### config.mk
export PLATFORM = sky130hd
export DESIGN_NAME = output_spike_counter
export DESIGN_NICKNAME = d
export VERILOG_FILES = /design/src/rtl/output_spike_counter.sv
export SDC_FILE = /design/constraint.sdc
export NUM_CORES = 2
export LEC_CHECK = 0
export BUFFER_PORTS_ARGS = -buffer_cell sky130_fd_sc_hd__buf_2
export CAP_MARGIN = 20
export CORE_UTILIZATION = 45
export DETAILED_ROUTE_END_ITERATION = 8
export GPL_TIMING_DRIVEN = 0
export PLACE_DENSITY = 0.67
export SYNTH_ARGS = -nofsm -noshare
export SYNTH_HDL_FRONTEND = slang
export SYNTH_SLANG_ARGS = --single-unit
export TNS_END_PERCENT = 30
### constraint.sdc
create_clock -name clk -period 28.8 [get_ports clk]
set_input_delay 4.32 -clock clk [delete_from_list [all_inputs] [get_ports clk]]
set_output_delay 4.32 -clock clk [all_outputs]
set_load 0.03 [all_outputs]
### src/rtl/output_spike_counter.sv
// ---------------------------------------------------------------------------
// output_spike_counter
// Counts output-layer spikes per neuron over a classification run of sim_time
// network timesteps. It then scans all counters to find the winning neuron,
// which is the highest count with ties going to the lowest index.
//
// Ports
//   clk          : single clock, all logic on posedge
//   rst          : asynchronous active-high reset
//   start        : begin a run (accepted only in IDLE with sim_time != 0)
//   sim_time     : number of timesteps to count, sampled at start
//   spike_valid  : one network timestep finished, spikes is valid
//   spikes       : output-layer spike vector for that timestep
//   rd_en        : counter read request
//   rd_addr      : neuron index to read
//   rd_data      : zero-extended counter value (0 for out-of-range index)
//   rd_valid     : rd_data valid, one cycle after rd_en
//   busy         : high while counting (RUN) or scanning (SCAN)
//   done         : one-cycle pulse when the scan completes
//   winner       : index of the winning neuron from the last completed run
// ---------------------------------------------------------------------------
module output_spike_counter #(
  parameter int NUM_OUTPUTS            = 100,
  parameter int COUNT_WIDTH            = 8,
  parameter int MAX_TIMESTEPS_BITS     = 7,
  parameter int OUTPUT_SPIKE_ADDR_BITS = 7,
  parameter int C_S_AXI_DATA_WIDTH     = 32
) (
  input  logic                              clk,
  input  logic                              rst,
  input  logic                              start,
  input  logic [MAX_TIMESTEPS_BITS-1:0]     sim_time,
  input  logic                              spike_valid,
  input  logic [NUM_OUTPUTS-1:0]            spikes,
  input  logic                              rd_en,
  input  logic [OUTPUT_SPIKE_ADDR_BITS-1:0] rd_addr,
  output logic [C_S_AXI_DATA_WIDTH-1:0]     rd_data,
  output logic                              rd_valid,
  output logic                              busy,
  output logic                              done,
  output logic [OUTPUT_SPIKE_ADDR_BITS-1:0] winner
);

  typedef enum logic [1:0] {
    IDLE = 2'd0,
    RUN  = 2'd1,
    SCAN = 2'd2
  } state_t;

  localparam logic [COUNT_WIDTH-1:0]            CNT_MAX  = {COUNT_WIDTH{1'b1}};
  localparam logic [COUNT_WIDTH-1:0]            CNT_ONE  = COUNT_WIDTH'(1);
  localparam logic [MAX_TIMESTEPS_BITS-1:0]     TS_ONE   = MAX_TIMESTEPS_BITS'(1);
  localparam logic [OUTPUT_SPIKE_ADDR_BITS-1:0] IDX_ONE  = OUTPUT_SPIKE_ADDR_BITS'(1);
  localparam logic [OUTPUT_SPIKE_ADDR_BITS-1:0] LAST_IDX = OUTPUT_SPIKE_ADDR_BITS'(NUM_OUTPUTS - 1);

  state_t                              state_r;
  state_t                              state_next_s;
  logic [MAX_TIMESTEPS_BITS-1:0]       sim_time_r;
  logic [MAX_TIMESTEPS_BITS-1:0]       ts_r;
  logic [MAX_TIMESTEPS_BITS-1:0]       ts_inc_s;
  logic [COUNT_WIDTH-1:0]              count_r [NUM_OUTPUTS];
  logic [OUTPUT_SPIKE_ADDR_BITS-1:0]   scan_idx_r;
  logic [OUTPUT_SPIKE_ADDR_BITS-1:0]   best_idx_r;
  logic [COUNT_WIDTH-1:0]              best_cnt_r;
  logic [COUNT_WIDTH-1:0]              scan_cnt_s;
  logic [COUNT_WIDTH-1:0]              rd_cnt_s;
  logic                                start_ok_s;
  logic                                step_s;
  logic                                last_step_s;
  logic                                scan_gt_s;
  logic                                scan_last_s;
  logic [OUTPUT_SPIKE_ADDR_BITS-1:0]   winner_r;
  logic                                busy_r;
  logic                                done_r;
  logic                                rd_valid_r;
  logic [C_S_AXI_DATA_WIDTH-1:0]       rd_data_r;

  assign rd_data  = rd_data_r;
  assign rd_valid = rd_valid_r;
  assign busy     = busy_r;
  assign done     = done_r;
  assign winner   = winner_r;

  // Decode run control events and the scan comparison for this cycle.
  always_comb begin
    start_ok_s  = (state_r == IDLE) && start && (sim_time != '0);
    step_s      = (state_r == RUN) && spike_valid;
    ts_inc_s    = ts_r + TS_ONE;
    last_step_s = step_s && (ts_inc_s == sim_time_r);
    scan_cnt_s  = count_r[scan_idx_r];
    // Strictly-greater keeps the earliest index on ties.
    scan_gt_s   = scan_cnt_s > best_cnt_r;
    scan_last_s = (state_r == SCAN) && (scan_idx_r == LAST_IDX);
  end

  // Read mux; indices beyond the counter array read as zero.
  always_comb begin
    rd_cnt_s = '0;
    if (int'(rd_addr) < NUM_OUTPUTS) begin
      rd_cnt_s = count_r[rd_addr];
    end else begin
      rd_cnt_s = '0;
    end
  end

  // Next-state logic for the IDLE/RUN/SCAN controller.
  always_comb begin
    state_next_s = state_r;
    case (state_r)
      IDLE: begin
        if (start_ok_s) state_next_s = RUN;
        else            state_next_s = IDLE;
      end
      RUN: begin
        if (last_step_s) state_next_s = SCAN;
        else             state_next_s = RUN;
      end
      SCAN: begin
        if (scan_last_s) state_next_s = IDLE;
        else             state_next_s = SCAN;
      end
      default: state_next_s = IDLE;
    endcase
  end

  // State register.
  always_ff @(posedge clk or posedge rst) begin
    if (rst) state_r <= IDLE;
    else     state_r <= state_next_s;
  end

  // Counters, timestep counter, scan pipeline and run status outputs.
  always_ff @(posedge clk or posedge rst) begin
    if (rst) begin
      for (int i = 0; i < NUM_OUTPUTS; i++) count_r[i] <= '0;
      sim_time_r <= '0;
      ts_r       <= '0;
      scan_idx_r <= '0;
      best_idx_r <= '0;
      best_cnt_r <= '0;
      winner_r   <= '0;
      busy_r     <= 1'b0;
      done_r     <= 1'b0;
    end else begin
      done_r <= scan_last_s;
      case (state_r)
        IDLE: begin
          if (start_ok_s) begin
            for (int i = 0; i < NUM_OUTPUTS; i++) count_r[i] <= '0;
            sim_time_r <= sim_time;
            ts_r       <= '0;
            busy_r     <= 1'b1;
          end
        end
        RUN: begin
          if (step_s) begin
            for (int i = 0; i < NUM_OUTPUTS; i++) begin
              if (spikes[i] && (count_r[i] != CNT_MAX)) count_r[i] <= count_r[i] + CNT_ONE;
            end
            ts_r <= ts_inc_s;
          end
          if (last_step_s) begin
            scan_idx_r <= '0;
            best_idx_r <= '0;
            best_cnt_r <= '0;
          end
        end
        SCAN: begin
          if (scan_gt_s) begin
            best_cnt_r <= scan_cnt_s;
            best_idx_r <= scan_idx_r;
          end
          scan_idx_r <= scan_idx_r + IDX_ONE;
          // Final compare result goes straight into winner as done rises.
          if (scan_last_s) begin
            winner_r <= scan_gt_s ? scan_idx_r : best_idx_r;
            busy_r   <= 1'b0;
          end
        end
        default: begin
          busy_r <= 1'b0;
        end
      endcase
    end
  end

  // Registered read port: one-cycle latency, data zero when not reading.
  always_ff @(posedge clk or posedge rst) begin
    if (rst) begin
      rd_valid_r <= 1'b0;
      rd_data_r  <= '0;
    end else begin
      rd_valid_r <= rd_en;
      rd_data_r  <= rd_en ? C_S_AXI_DATA_WIDTH'(rd_cnt_s) : '0;
    end
  end

endmodule
Word-level counts from Yosys, hierarchy flattened
Index checks and enable logic that the tools add are counted.
{"block": "word_totals", "input_bits": 119, "out_inout_bits": 42, "latchBits": 0, "ramBits": 0, "reg_bits": 856, "word_cells": 772, "n_memories": 0, "mem_bits_ro": 0}
{"block": "op_classes", "bitwise": 3, "reduce_logical": 215, "mul": 0, "eq_ne": 209, "add_sub_neg": 102, "magnitude_cmp": 4, "div_mod_pow": 0, "shifts": 0, "n_mux": 128}
{"cell": "two-way mux 800 bit", "count": 2}
{"cell": "one-hot mux 800 bit (2 select lines)", "count": 1}
{"cell": "two-way mux 8 bit", "count": 108}
{"cell": "adder 8 x 1 -> 8 bit, second input constant", "count": 100}
{"cell": "!= test 8 bit, second input constant", "count": 100}
{"cell": "AND reduction 4 bit", "count": 100}
{"cell": "!= test 2 x 1 -> 1 bit, second input constant", "count": 100}
{"cell": "binary-select mux 8 bit (select 7 bit)", "count": 2}
{"cell": "logical AND 1 bit", "count": 105}
{"cell": "one-hot mux 7 bit (2 select lines)", "count": 3}
{"cell": "two-way mux 7 bit", "count": 4}
{"cell": ">= comparator 8 bit, second input constant", "count": 2}
{"cell": "inverter 7 -> 8 bit", "count": 2}
{"cell": "one-hot mux 8 bit (2 select lines)", "count": 1}
{"cell": "adder 7 x 1 -> 7 bit, second input constant", "count": 2}
{"cell": "!= test 2 bit, second input constant", "count": 5}
{"cell": "AND reduction 3 bit", "count": 3}
{"cell": "greater-than comparator 8 bit", "count": 1}
{"cell": "equality test 7 bit", "count": 1}
{"cell": "equality test 7 bit, second input constant", "count": 1}
{"cell": "< comparator 7 bit, second input constant", "count": 1}
{"cell": "nonzero test 7 bit", "count": 1}
{"cell": "one-hot mux 2 bit (3 select lines)", "count": 1}
{"cell": "AND reduction 2 bit", "count": 3}
{"cell": "other kinds (8)", "count": 12}

Longest topological paths before layout
{"block": "logic_depth", "word_depth": 7, "ltp_mapped": 19, "ltp_nobuf": 14}

Least setup slack after synthesis
Ideal clock, no wire load.
{"block": "synth_timing", "path_type": "input -> register", "from": "input rd_addr[0]", "to": "register rd_data_r[5], in the netlist rd_data[5]", "path_slack_ps": 22422, "setup_time_ps": 124, "required_time_ps": 28676, "cell_stages": 9, "arrival_time_ps": 6255, "path_buffers": 3, "cell_sequence": "buf_4 -> buf_2 -> buf_2 -> mux4_2 -> mux4_2 -> mux2i_1 -> nor2_1 -> a21oi_1 -> a21oi_1"}
{"block": "synth_between", "elab_chain_cells": 6, "elab_cells_between_ends": 7, "cone_classes": "1 x order compare; 5 x mux; 1 x bitwise"}
{"element": "start: declaration", "line_no": "36", "source": "input logic [OUTPUT_SPIKE_ADDR_BITS-1:0] rd_addr,"}
{"element": "inverter 7 -> 8 bit (not written as such)", "line_no": "100", "source": "rd_cnt_s = count_r[rd_addr];"}
{"element": "binary-select mux 8 bit (select 7 bit)", "line_no": "100"}
{"element": "two-way mux 8 bit (not written as such) (2 in series)", "line_no": "100"}
{"element": "two-way mux 8 bit *", "line_no": "99", "source": "if (int'(rd_addr) < NUM_OUTPUTS) begin"}
{"element": "two-way mux 8 bit *", "line_no": "194", "source": "rd_data_r <= rd_en ? C_S_AXI_DATA_WIDTH'(rd_cnt_s) : '0;"}
{"element": "end signal: assignment", "line_no": "194"}
{"element": "end: declaration", "line_no": "76", "source": "logic [C_S_AXI_DATA_WIDTH-1:0] rd_data_r;"}
Every way passes the cells marked *; elsewhere a longest branch is shown, timed or not. The select of a mux whose other input is x is not followed.
A chain may end at the register's enable or synchronous reset.

Final worst setup path
{"block": "layout_timing", "from": "input sim_time[6]", "to": "register count_r[727] (netlist bit)"}
{"block": "layout_between", "elab_chain_cells": 4}
{"element": "start: declaration", "line_no": "32", "source": "input logic [MAX_TIMESTEPS_BITS-1:0] sim_time,"}
{"element": "nonzero test 7 bit", "line_no": "86", "source": "start_ok_s = (state_r == IDLE) && start && (sim_time != '0);"}
{"element": "logical AND 1 bit", "line_no": "86"}
{"element": "!= test 2 bit (no line)"}
{"element": "AND reduction 4 bit (no line)"}
{"element": "end: declaration", "line_no": "61", "source": "logic [COUNT_WIDTH-1:0] count_r [NUM_OUTPUTS];"}
No other way between the ends.

==> flow_summary_export.csv <==
group,metric,value,unit
setup_path,cp.required,29.38,ns
flow_run,cap_violations,0,
place,port-buffer-count,130,
synth,yosys.area.top_type_share,0.390,
clock_network,clock_tree.root_cell,"clkbuf_16",
routing,postRouteAntennaNets,0,
synth,synth.distinct_cells,72,
synth,synth_area_leaders,"dfrtp_1 39%, mux4_2 16%, xor2_1 5.4%",
setup_path,worstReg2RegStart,"scan_idx_r[1]",
sta,post-route-min-period,7.72,ns
sta,finalHoldViolCount,0,
clock_network,cts_buffer_depth,3,
routing,dr.pass1.iters,9,
outcome,outcome,"finished clean",
synth,synthSimpleGateAreaFrac,0.177,
clock_network,worstSkewPairLatency,0.77,ns
place,post_dp_cell_area,0.0582,mm^2
setup_path,worstSetupEndpointType,"flop",
synth,async_flop_share,1.00,
routing,drtIter0Drc,8072,
synth,syn_area,0.0549,mm^2
sta,slew_headroom,0.0901,
clock_network,cts_num_sinks,856,
place,place_congestion,1.11,
synth,syn_avg_cell_area,10.1,um^2
setup_path,worstPathMaxFanout,10,
place,dp_worst_setup_slack,20.52,ns
clock_network,post_cts_buffers,0,
floorplanning,dieHeight,351,um
setup_path,reg2reg_slack,22.30,ns
place,dp_hpwl,197,mm
setup_path,timing.critical_path.mode_cell,"clkbuf_1",
min_path,worstHoldPathCells,2,
global_routing,grt_first_pass_wirelength,359,mm
routing,post_drt_via_cell_ratio,6.78,
sta,period_share,0.268,
final_layout,drive_above_1_share,0.156,
synth,yosys.area_share.xor_xnor,0.0972,
power_and_ir_drop,power_density,95.7,mW/mm^2
setup_path,worstPathArrival,8.29,ns
sta,rsz0062_at_grt,"no",
sta,timing.hold.ws,0.504,ns
power_and_ir_drop,internal_power,0.00313,W
synth,yosysSeqAreaShare,0.390,
clock_network,htree_num_levels,3,
sta,setup_tns,0,ns
power_and_ir_drop,swShare,0.470,
power_and_ir_drop,p_clk_frac,0.237,
synth,synth_compound_gate_area_share,0.0859,
final_layout,syn_to_final_growth,12.6,%
floorplanning,die_w,351,um
setup_path,crit_slowest_cell,"buf_1",
power_and_ir_drop,switching_power,0.00278,W
power_and_ir_drop,fin_total_pwr,0.00592,W
synth,yosysTopAreaCell,"dfrtp_1",
floorplanning,rows,127,
setup_path,critPathMaxStageDelay,0.93,ns
power_and_ir_drop,power_leakage,26.1,nW
sta,tightest_slew,1.36,ns
synth,synth_flop_cell,"dfrtp_1",
global_routing,grt_util_all_layers,0.421,
routing,wl_per_cell,34.9,um
final_layout,final_cell_area,0.0618,mm^2
clock_network,path_clk_slew,0.06,ns
setup_path,rr_endpoint,"best_cnt_r[1]",
global_routing,grt_pass1_vias,46600,
sta,drv_slew,0,
synth,post-synth-top-count-cell,"dfrtp_1",
clock_network,cts_tree,"yes",
sta,finalSetupViolCount,0,
synth,synth_seq_cells,856,
routing,drc,0,
global_routing,antenna_found_initial,28,
setup_path,critPathLaunchType,"primary input",
routing,vias,50400,
synth,synthMuxAreaShare,0.188,
min_path,holdPathEnd,"sim_time_r[3]",
floorplanning,core,0.120,mm^2
setup_path,critical_path.cell_chain,"buf_2 -> or3_1 -> o21ai_0 -> nor3_2 -> clkbuf_1 -> buf_1 -> clkbuf_1 -> nor2_1",
synth,synthAdderAreaFrac,0.0251,
global_routing,grt_max_degree,126,
routing,finalWirelength,260,mm
sta,fin_ws,21.08,ns
clock_network,ctsResizeCount,0,
floorplanning,die_area,0.123,mm^2
power_and_ir_drop,ir_worst_vdd,0.0000681,V
synth,synth_cells,5440,
setup_path,critPathKind,"in -> reg",
power_and_ir_drop,seqPwrFrac,0.331,
synth,netlist_top_cells_count,"856 x dfrtp_1, 792 x nor2_1, 576 x nand2_1",
final_layout,fillers,11100,
min_path,hold_start,"sim_time_r[3]",
sta,max_freq,130,MHz
floorplanning,initial_core_util,0.456,
synth,synth_top_family_by_area,"multiplexers",
power_and_ir_drop,combPwrFrac,0.433,
min_path,min_path_type,"reg -> reg",
sta,finClkSkew,0.0473,ns
clock_network,hold_buffers,0,
synth,synth_edf_count,0,
floorplanning,ioPinCount,161,
final_layout,fin_nets,5956,
synth,yosysWarnings,0,
global_routing,overflow,0,
setup_path,r2r_cells,16,
clock_network,cts_inserted_buffers,100,
[logic make-up after synthesis]
group           after synthesis
buf+inv                     400
flops                       856
xor+xnor                    606
mux                         549
simple gates               2176
other cells                   1
compound gates              742
fa+ha+maj                   110
[cell type report]
type                            instances  area, um^2  area share
Clock inverter                         46         644      0.0104
Inverter                               81         312     0.00504
Tap cell                             1612        2020      0.0326
Buffer                                319        1690      0.0273
Antenna cell                           17        42.5    0.000688
Timing Repair Buffer                  162        1220      0.0197
Sequential cell                       856       21400       0.346
Clock buffer                          137        2900      0.0469
Multi-Input combinational cell       4207       31600       0.511
[flip-flops by register name, indices dropped and copies added (netlist names)]
name / count
scan_idx_r: 7
busy: 1
rd_data: 8
state_r: 2
done: 1
best_idx_r: 7
rd_valid: 1
ts_r: 7
count_r: 800
best_cnt_r: 8
sim_time_r: 7
winner: 7
[placed cells by master, fill, tap and decap left out, drive strengths merged, types with 37 or more instances in the layout]
master | synthesis | routed
dfrtp | 856 | 856
nor2 | 795 | 795
nand2 | 576 | 576
mux4 | 385 | 385
xor2 | 340 | 340
buf | 160 | 322
clkbuf | 159 | 296
xnor2 | 264 | 264
nand3 | 256 | 256
o21ai | 214 | 214
nand4 | 168 | 168
a21oi | 152 | 152
mux2i | 151 | 151
nor3 | 145 | 145
ha | 110 | 110
and3 | 87 | 87
inv | 81 | 86
o22ai | 66 | 66
a211oi | 61 | 61
or3 | 42 | 42
a31oi | 41 | 41
a22oi | 37 | 37
[critical path: cells and delay by family]
kind                   cells  cell delay [ns]
and+or+nand+nor            3             1.03
AOI/OAI and AO/OA          1             0.14
buffers and inverters      4             2.76
[metal layers]
metal	part of all wire	global-route usage	vias up
li1	-	-	20300
met1	0.38	0.553	25500
met2	0.40	0.575	3748
met3	0.14	0.162	857
met4	0.076	0.270	16
met5	0.00098	0.00942	-
[how the worst max path moves through the flow]
stage	to	start	slack [ns]	cells after the start
6_report	count_r[727]	sim_time[6]	21.08	8
5_1_grt	count_r[679]	sim_time[6]	21.12	8
4_1_cts	count_r[751]	sim_time[6]	21.31	8
3_5_place_dp	count_r[751]	sim_time[6]	20.52	8
3_3_place_gp	count_r[546]	rst	-10.64	2
2_1_floorplan	best_cnt_r[0]	rst	0.43	1
[power by group through the flow]
stage | Sequential (W) | Combinational, W | Clock [W]
2_1_floorplan | 0.00174 | 0.00140 | 0
3_3_place_gp | 0.00193 | 0.00234 | 0
3_5_place_dp | 0.00194 | 0.00240 | 0
4_1_cts | 0.00192 | 0.00241 | 0.00141
5_1_grt | 0.00197 | 0.00258 | 0.00145
6_report | 0.00196 | 0.00256 | 0.00140
[per-stage QoR]
step,std cells,utilization
detailed placement,7234,0.483
global placement,7205,0.479
floorplan,5463,-
finish,7437,0.513
CTS,7417,0.513
global route,7423,0.513
Power figures use the tool's default switching activity.
